**src/rtl/ks_pkg.sv**
```systemverilog
// Shared types for the Kogge-Stone sum stage: the packed result word layout
// and the state encoding of the two-entry skid buffer.
package ks_pkg;

  localparam int KS_WIDTH = 16;
  localparam int KS_TAG_W = 4;

  typedef struct packed {
    logic [KS_TAG_W-1:0] tag;
    logic                neg;
    logic                zero;
    logic                ovf;
    logic                cout;
    logic [KS_WIDTH-1:0] sum;
  } ks_result_t;

  localparam int KS_RES_W = $bits(ks_result_t);

  typedef enum logic [1:0] {
    STATE_EMPTY = 2'd0,
    STATE_ONE   = 2'd1,
    STATE_FULL  = 2'd2
  } ks_state_e;

endpackage

```
**src/rtl/ks_skid_buf.sv**
```systemverilog
// Two-entry valid/ready skid buffer. o_ready is a flop so the upstream ready
// path is cut from the downstream one; order is preserved.
module ks_skid_buf
  import ks_pkg::*;
#(
  parameter int DATA_W = KS_RES_W
) (
  input  logic              clk,
  input  logic              rst_n,
  input  logic              i_valid,
  output logic              o_ready,
  input  logic [DATA_W-1:0] i_data,
  output logic              o_valid,
  input  logic              i_ready,
  output logic [DATA_W-1:0] o_data
);

  ks_state_e         r_state;
  ks_state_e         w_state_nxt;
  logic              r_ready;
  logic [DATA_W-1:0] r_main;
  logic [DATA_W-1:0] r_skid;
  logic              w_in_xfer;
  logic              w_out_xfer;
  logic              w_load_main_in;
  logic              w_load_main_skid;
  logic              w_load_skid;

  assign o_ready    = r_ready;
  assign o_valid    = (r_state != STATE_EMPTY);
  assign o_data     = r_main;
  assign w_in_xfer  = i_valid & r_ready;
  assign w_out_xfer = o_valid & i_ready;

  always_comb begin
    w_state_nxt      = r_state;
    w_load_main_in   = 1'b0;
    w_load_main_skid = 1'b0;
    w_load_skid      = 1'b0;
    case (r_state)
      STATE_EMPTY: begin
        if (w_in_xfer) begin
          w_load_main_in = 1'b1;
          w_state_nxt    = STATE_ONE;
        end
      end
      STATE_ONE: begin
        if (w_in_xfer && w_out_xfer) begin
          w_load_main_in = 1'b1;
        end else if (w_in_xfer) begin
          w_load_skid = 1'b1;
          w_state_nxt = STATE_FULL;
        end else if (w_out_xfer) begin
          w_state_nxt = STATE_EMPTY;
        end
      end
      STATE_FULL: begin
        // ready is low here, so only the drain side can move
        if (w_out_xfer) begin
          w_load_main_skid = 1'b1;
          w_state_nxt      = STATE_ONE;
        end
      end
      default: w_state_nxt = STATE_EMPTY;
    endcase
  end

  always_ff @(posedge clk or negedge rst_n) begin
    if (!rst_n) begin
      r_state <= STATE_EMPTY;
      r_ready <= 1'b1;
    end else begin
      r_state <= w_state_nxt;
      r_ready <= (w_state_nxt != STATE_FULL);
    end
  end

  always_ff @(posedge clk or negedge rst_n) begin
    if (!rst_n) begin
      r_main <= '0;
      r_skid <= '0;
    end else begin
      if (w_load_main_in) begin
        r_main <= i_data;
      end else if (w_load_main_skid) begin
        r_main <= r_skid;
      end
      if (w_load_skid) begin
        r_skid <= i_data;
      end
    end
  end

endmodule

```
**src/rtl/ks_sum_stage.sv**
```systemverilog
// Sum/flag stage after the Kogge-Stone prefix network: forms sum and status
// flags, buffers them through a skid buffer and keeps saturating statistics.
module ks_sum_stage
  import ks_pkg::*;
#(
  parameter int WIDTH = KS_WIDTH,
  parameter int TAG_W = KS_TAG_W,
  parameter int CNT_W = 16
) (
  input  logic             clk,
  input  logic             rst_n,
  input  logic             in_valid,
  output logic             in_ready,
  input  logic [WIDTH:0]   g_prefix,
  input  logic [WIDTH:0]   p_bit,
  input  logic [TAG_W-1:0] in_tag,
  output logic             out_valid,
  input  logic             out_ready,
  output logic [WIDTH-1:0] sum,
  output logic             cout,
  output logic             ovf,
  output logic             zero,
  output logic             neg,
  output logic [TAG_W-1:0] out_tag,
  input  logic             stat_clr,
  output logic [CNT_W-1:0] op_count,
  output logic [CNT_W-1:0] ovf_count
);

  localparam int              DATA_W  = TAG_W + 4 + WIDTH;
  localparam logic [CNT_W-1:0] CNT_MAX = {CNT_W{1'b1}};

  logic [WIDTH-1:0]  w_sum;
  logic              w_cout;
  logic              w_ovf;
  logic [DATA_W-1:0] w_res_in;
  logic [DATA_W-1:0] w_res_out;
  logic              w_out_xfer;
  logic              w_unused_p0;
  logic [CNT_W-1:0]  r_op_count;
  logic [CNT_W-1:0]  r_ovf_count;

  // p_bit[0] sits in the carry-in slot and carries no propagate information
  assign w_unused_p0 = p_bit[0];

  assign w_sum    = p_bit[WIDTH:1] ^ g_prefix[WIDTH-1:0];
  assign w_cout   = g_prefix[WIDTH];
  assign w_ovf    = g_prefix[WIDTH] ^ g_prefix[WIDTH-1];
  assign w_res_in = {in_tag, w_sum[WIDTH-1], (w_sum == '0), w_ovf, w_cout, w_sum};

  ks_skid_buf #(
    .DATA_W (DATA_W)
  ) u_skid (
    .clk     (clk),
    .rst_n   (rst_n),
    .i_valid (in_valid),
    .o_ready (in_ready),
    .i_data  (w_res_in),
    .o_valid (out_valid),
    .i_ready (out_ready),
    .o_data  (w_res_out)
  );

  assign {out_tag, neg, zero, ovf, cout, sum} = w_res_out;
  assign w_out_xfer = out_valid & out_ready;

  always_ff @(posedge clk or negedge rst_n) begin
    if (!rst_n) begin
      r_op_count  <= '0;
      r_ovf_count <= '0;
    end else if (stat_clr) begin
      r_op_count  <= '0;
      r_ovf_count <= '0;
    end else if (w_out_xfer) begin
      if (r_op_count != CNT_MAX) begin
        r_op_count <= r_op_count + 1'b1;
      end
      if (ovf && (r_ovf_count != CNT_MAX)) begin
        r_ovf_count <= r_ovf_count + 1'b1;
      end
    end
  end

  assign op_count  = r_op_count;
  assign ovf_count = r_ovf_count;

endmodule

```
**config.mk**
```make
export PLATFORM = sky130hd
export DESIGN_NAME = ks_sum_stage
export DESIGN_NICKNAME = d
export VERILOG_FILES = /design/src/rtl/ks_pkg.sv /design/src/rtl/ks_skid_buf.sv /design/src/rtl/ks_sum_stage.sv
export SDC_FILE = /design/constraint.sdc
export NUM_CORES = 1
export LEC_CHECK = 0
export ABC_CLOCK_PERIOD_IN_PS = 2500
export BUFFER_PORTS_ARGS = -buffer_cell sky130_fd_sc_hd__buf_2
export CORE_MARGIN = 2
export CORE_UTILIZATION = 50
export DETAILED_ROUTE_END_ITERATION = 6
export PLACE_DENSITY = 0.76
export SYNTH_ARGS = -nofsm -noshare
export SYNTH_HDL_FRONTEND = slang
export SYNTH_SLANG_ARGS = --single-unit
export TNS_END_PERCENT = 20
```
**constraint.sdc**
```tcl
create_clock -name clk -period 2.5 [get_ports clk]
set_input_delay 0.5 -clock clk [delete_from_list [all_inputs] [get_ports clk]]
set_output_delay 0.5 -clock clk [all_outputs]
set_load 0.02 [all_outputs]
```
==> results.md, run 1 <==
- Initial core utilization: 52.2%
- Design area: 4910 sq um
- CP delay by family, top: simple AND/OR/NAND/NOR gates
- Largest net degree at the start of global routing: 41
- Vias in the first global route: about 3400
- Total Power: 4280 uW
- Skew-Pair Late Insertion Delay: 0.35 ns
- Leakage: 0.00231 uW
- Register area: between 2000 and 2500 sq um
- Worst setup EP type: register
- ANT nets after route: 0
- Worst reg-to-reg setup slack: 0.51 ns
- TritonCTS buffer count: 9
- Area of placed instances: 4700 sq um
- P&R area growth vs syn: 20.5%
- Slew @ Worst Pin: 0.597 ns
- Tmin final: 1.99 ns
- CP max-delay cell: or4_1
- Crit path buffers/inverters: 0
- Post-synthesis cell area: 4080 sq um
- Top_reg_cell synth: dfrtp_1
- Die W: approximately 94 um
- Post-synth ARST share: 100%
- PortBufs: a little under 100
- GRT Total Usage: between 20% and 30%
- Clock Pin Slew Worst Setup and Hold Paths: about 0.09 ns
- Cts hold-fix bufs: 0
- Worst vdd ir: 0.323 mV
- Final period util: 79.7%
- Antenna diodes: 0
- Clk buf depth: 2
- Crit path from: op_count[0]
- Final count of hold timing violations: 0
- Cell area power density: approximately 870 nW/um^2
- Gpl congestion: 0.825
- Worst Setup EP: op_count[14]
- Initial antenna violation count: 0
- Status: finished, final reports clean
- Dominant cell type by area after synthesis: dfrtp_1
- Hpwl dp: 6620 um
- GRT overflow: 0
- Synth Register Bits: ~80
- Row count: 32
- CTS H-tree lvls: 3
- Share of the synthesized area in the top cell type: 49.1%
- Synth top area cells: dfrtp_1 49%, mux2_2 5.5%, a21oi_1 4.2%, nor2_1 3.7%, xnor2_1 3.0%
- Post-route DRC: 0
- WL/cell: 15.8 um
- First-pass DRT Iterations: 4
- MaxCap Viol Count: 0
- Startpoint types: register
- # setup viols final: 0
- Synth cell types: 51
- Fillers: 672
- Die Ht: 94.3 um
- Nets: 540
- Worst path depth: 5
- CTS tree: built
- Setup tns final: 0 ns
- Reg2Reg Depth: 5
- Slowest cell delay on critical path: 0.53 ns
- Die area: just under 9000 sq um
- RSZ-0062 raised after global routing: no
- Max transition margin: 60.1%
- Crit Path Category: register to register
- CTS Sinks: between 80 and 90
- Seq/Total Area, Yosys: 49.7%
- # resized after CTS: 0
- FMAX: around 500 MHz
- Core Area: slightly below 8000 sq um
- Post-route clock skew: 0.0106 ns
- Fraction of layout cells with a size suffix above 1: between 30% and 40%
- I/O pin total: 101
- Syn. warnings: 0
- Initial DRC count: 117
- Max Slew Vio Count: 0
- Vias per std cell: 5.79
- Most frequent cells in the layout: 98 x buf_2, 80 x dfrtp_1, 40 x nor2_1
- Post-synth EDFFs: 0
- Hold Path Class: input pin to async pin
- CP Cell Sequence: ha_1, and4_1, o211ai_1, or4_1, a21oi_1
- Setup bufs post-CTS: 0
- Commonest non-fill, non-tap cell in the layout: buf_2
- Syn_nets: 439
- Footprint of the multi-input gates: 1940 sq um
- Mean Syn Cell Area: 10.4 sq um
- R2r startpoint: op_count[0]
- First-pass GRT wire length: between 15000 and 20000 um
- Vias: 3486
- Root Driver: clkbuf_8
- Synth Instances: 394
- CP max FO: 8
- Post-layout util: a little over three fifths
- Final wirelength: around 9500 um
- WP data required: 2.78 ns
- CP arrival: 2.27 ns
- WHS: 0.116 ns
- Crit Reg-Reg Endpoint: op_count[14]
metal layers:
layer	track usage (%)	part of all wire (%)
met1	29.4	46
met3	5.86	6.4
met4	5.80	0.81
met5	0	0
met2	37.4	47
synth_stat cells, types with 3 or more instances:
cell type,n
nor2_1,40
dfrtp_1,80
or4_1,6
a21o_1,5
nand3_1,11
xor2_1,3
and3_1,8
inv_1,5
o31ai_1,7
and4_1,7
a221o_1,12
mux2_2,20
xnor2_1,14
nor2b_1,12
nor3_1,3
nand2_1,17
o21ai_0,12
buf_2,7
o311ai_0,4
nand4_1,11
a21oi_1,34
and2_1,5
a31oi_1,3
mux2i_1,10
or2_2,3
or3_1,4
clkbuf_1,11
a22o_1,5
o41ai_1,5
kinds of logic after synthesis:
| group | count (synthesis) | synth area share, % |
|---|---|---|
| fa+ha+maj | 2 | 0.613 |
| simple gates | 138 | 18.3 |
| buf+inv | 26 | 2.79 |
| mux | 30 | 7.98 |
| xor+xnor | 17 | 3.65 |
| flops | 81 | 49.7 |
| compound gates | 100 | 17.0 |
sequential cells by signal (all words and copies together), names as in the netlist:
signal          cells
u_skid.r_skid      23
u_skid.o_ready      1
u_skid.o_data      23
ovf_count          16
u_skid.r_state      2
op_count           16
area by class of cell:
class	instances	area share, %
Inverter	5	0.382
Timing Repair Buffer	111	12.0
Clock buffer	11	3.08
Multi-Input combinational cell	287	39.4
Sequential cell	81	41.3
Clock inverter	5	1.27
Tap cell	102	2.60
per-stage QoR:
stage	cells	worst slack [ns]
after global routing	602	0.367
final	602	0.507
after CTS	602	0.512
after detailed placement	586	0.280
after global placement	586	0.335
after floorplan	394	0.501
power breakdown:
group / internal [uW] / switching (uW)
Clock: 522 / 506
Sequential: 1690 / 230
Combinational: 564 / 770
Total: 2780 / 1510
worst min-delay path by stage:
stage / start / endpoint / cells past startpoint
final: rst_n / u_skid.o_data[12] / 1
after floorplan: rst_n / op_count[0] / 0
after CTS: rst_n / u_skid.o_data[12] / 1
after global placement: u_skid.o_data[23] / u_skid.o_data[23] / 1
after detailed placement: u_skid.o_data[23] / u_skid.o_data[23] / 1
after global routing: rst_n / u_skid.o_data[12] / 1
No activity file was read; power rests on OpenSTA's default activity.
==> run 2, diff against run 1 <==
--- a/config.mk
+++ b/config.mk
@@ -5,10 +5,10 @@
 export SDC_FILE = /design/constraint.sdc
 export NUM_CORES = 1
 export LEC_CHECK = 0
-export ABC_CLOCK_PERIOD_IN_PS = 2500
+export ABC_CLOCK_PERIOD_IN_PS = 1700
 export BUFFER_PORTS_ARGS = -buffer_cell sky130_fd_sc_hd__buf_2
 export CORE_MARGIN = 2
-export CORE_UTILIZATION = 50
+export CORE_UTILIZATION = 48
 export DETAILED_ROUTE_END_ITERATION = 6
 export PLACE_DENSITY = 0.76
 export SYNTH_ARGS = -nofsm -noshare
==> constraint.sdc (replaced) <==
create_clock -name clk -period 1.7 [get_ports clk]
set_input_delay 0.34 -clock clk [delete_from_list [all_inputs] [get_ports clk]]
set_output_delay 0.34 -clock clk [all_outputs]
set_load 0.02 [all_outputs]
==> run 2 against run 1 <==
Effect of this change: total power up 54%; via count up 10%; design area up 15%; final cell count up 13%; highest routed layer unchanged; routed wire length up 13%; sequential power up 47%; the flow now finishes with violations (setup timing).
==> results.md, run 2 (synthesis gave the netlist of run 1 again) <==
- Die W: 96.2 um (+2.0%)
- Psw: 2350 uW (+56%)
- Post-route clock skew: 0.0170 ns (+0.00638 ns)
- Clock Pin Slew Worst Setup and Hold Paths: 0.09 ns (about the same)
- Crit path buffers/inverters: 0 (unchanged)
- Fillers: 658 (-2.1%)
- Total placed cells including tap cells: 655 (+12%)
- I/O pin total: 101 (unchanged)
- Crit Path Category: register to register
- Failing checks: setup timing
- Final setup margin: -0.0385 ns (-0.545 ns)
- Skew-Pair Late Insertion Delay: 0.36 ns (about the same)
- Worst setup EP type: register
- GRT Total Usage: 24.6% (+2.1 points)
- Worst reg-to-reg setup slack: -0.04 ns (-0.55 ns)
- WL/cell: 15.9 um (+0.56%)
- Register area: 2040 sq um (+0.49%)
- Root Driver: clkbuf_8
- Hpwl dp: 7660 um (+16%)
- Fraction of layout cells with a size suffix above 1: 44.5% (+14 points)
- Design area: 5670 sq um (+15%)
- Die Ht: 96.2 um (+2.0%)
- Leakage: 0.00271 uW (+17%)
- WHS Endpoint: u_skid.r_skid[21]
- CTS Sinks: 81 (unchanged)
- Initial core utilization: 49.6% (-2.6 points)
- WHS: 0.230 ns (+0.114 ns)
- Tmin final: 1.74 ns (-0.255 ns)
- P&R area growth vs syn: 39.0%
- Vias in the first global route: 3731 (+9.6%)
- Status: complete, but fails checks
- R2r startpoint: op_count[1]
- Cell area power density: 1160 nW/um^2 (+34%)
- Clock Power Share: 22.5% (-1.5 points)
- Logic gate share of total power: 34.6% (+3.4 points)
- Slowest cell delay on critical path: 0.53 ns (about the same)
- Largest net degree at the start of global routing: 39 (-4.9%)
- Crit Reg-Reg Endpoint: op_count[14]
- GRT overflow: 0 (unchanged)
- Commonest non-fill, non-tap cell in the layout: buf_2
- Final count of hold timing violations: 0 (unchanged)
- MaxCap Viol Count: 0 (unchanged)
- Die area: 9250 sq um (+4.0%)
- Initial antenna violation count: 0 (unchanged)
- Hold Path Cell Cnt: 2
- Antenna diodes: 0 (unchanged)
- First-pass GRT wire length: 17700 um (+12%)
- Post-route DRC: 0 (unchanged)
- Worst vdd ir: 0.969 mV (+200%)
- Startpoint types: register
- Final wirelength: 10800 um (+13%)
- Gpl congestion: 0.871 (+5.5%)
- Footprint of the multi-input gates: 2080 sq um (+7.3%)
- Post-layout util: 69.0% (+6.1 points)
- Hold Path Class: input pin to register
- Cell Int Power: 4250 uW (+53%)
- Flop pwr share: 42.9% (-2.0 points)
- CP max FO: 6 (-2)
- First-pass DRT Iterations: 4 (unchanged)
- PortBufs: 99 (unchanged)
- TritonCTS buffer count: 9 (unchanged)
- ANT nets after route: 0 (unchanged)
- Vias: 3845 (+10%)
- # setup viols final: 1 (+1)
- Fin cells: 678 (+13%)
- Hold Startpoint: in_tag[1]
- Initial DRC count: 147 (+26%)
- CP arrival: 2.03 ns (-0.24 ns)
- Max transition margin: 69.4% (+9.3 points)
- FMAX: 575 MHz (+15%)
- Reg2Reg Depth: 5 (unchanged)
- Slew @ Worst Pin: 0.457 ns (-0.139 ns)
- Clk buf depth: 2 (unchanged)
- CP Cell Sequence: ha_4, and4_4, o211ai_1, or4_1, a21oi_1
- Area of placed instances: 5310 sq um (+13%)
- CP delay by family, top: simple AND/OR/NAND/NOR gates
- Row count: 33 (+3.1%)
- WP data required: 1.99 ns (-0.79 ns)
- Sw frac: 35.6% (+0.42 points)
- Vias per std cell: 5.67 (-2.1%)
- CTS tree: built
- Post-placement setup slack: -0.247 ns (-0.527 ns)
- Max Slew Vio Count: 0 (unchanged)
- Nets: 613 (+14%)
- CP max-delay cell: or4_1
- CTS H-tree lvls: 3 (unchanged)
- Final period util: 102% (+23 points)
- RSZ-0062 raised after global routing: yes
- Most frequent cells in the layout: 97 x buf_2, 79 x buf_4, 72 x dfrtp_1
- Core Area: 8220 sq um (+5.2%)
## run 2: cell type report
type,count,area share [%]
clock buffer,10,2.25
clock inverter,6,1.32
inverter,5,0.331
multi-input combinational,287,36.6
sequential,81,35.9
tap,105,2.32
timing repair buffer,184,21.2
## run 2: power by group through the flow
| stage | Clock, uW | Sequential (uW) | Combinational, uW |
|---|---|---|---|
| 2_1_floorplan | 0 | 3160 | 1000 |
| 3_3_place_gp | 0 | 2830 | 2160 |
| 4_1_cts | 1520 | 2830 | 2270 |
| 5_1_grt | 1600 | 2900 | 2520 |
| 6_report | 1490 | 2830 | 2280 |
| 3_5_place_dp | 0 | 2850 | 2220 |
## run 2: timing repair
item                       in CTS  in global routing
resized for setup              10                 24
setup endpoints to repair      15                 39
hold buffers                    1                  0
hold endpoints to repair       24                  0
pin swaps                       2                  2
buffers inserted                4                  2
## run 2: worst max path at each step
| stage | slack, ns | endpoint | cells after the start | from |
|---|---|---|---|---|
| floorplan | -0.10 | op_count[13] | 6 | op_count[0] |
| global placement | -0.21 | u_skid.r_skid[18] | 5 | g_prefix[9] |
| detailed placement | -0.25 | u_skid.r_skid[18] | 5 | g_prefix[9] |
| CTS | -0.04 | op_count[13] | 5 | op_count[1] |
| global route | -0.1 | op_count[14] | 5 | op_count[1] |
| finish | -0.04 | op_count[14] | 5 | op_count[1] |
## run 2: metrics by stage
| step | setup TNS (ns) | power (uW) |
|---|---|---|
| 4_1_cts | -0.0643 | 6620 |
| 5_1_grt | -0.443 | 7020 |
| 6_report | -0.0385 | 6600 |
| 3_5_place_dp | -0.710 | 5080 |
| 2_1_floorplan | -1.12 | 4160 |
| 3_3_place_gp | -0.334 | 4990 |
## run 2: per-layer routing
layer	GRT usage (%)	share of wire, %	vias to the layer above
li1	-	-	1831
met2	40.4	50	102
met5	0	0	-
met1	32.9	44	1899
met3	4.39	5.1	13
met4	7.98	1.5	0
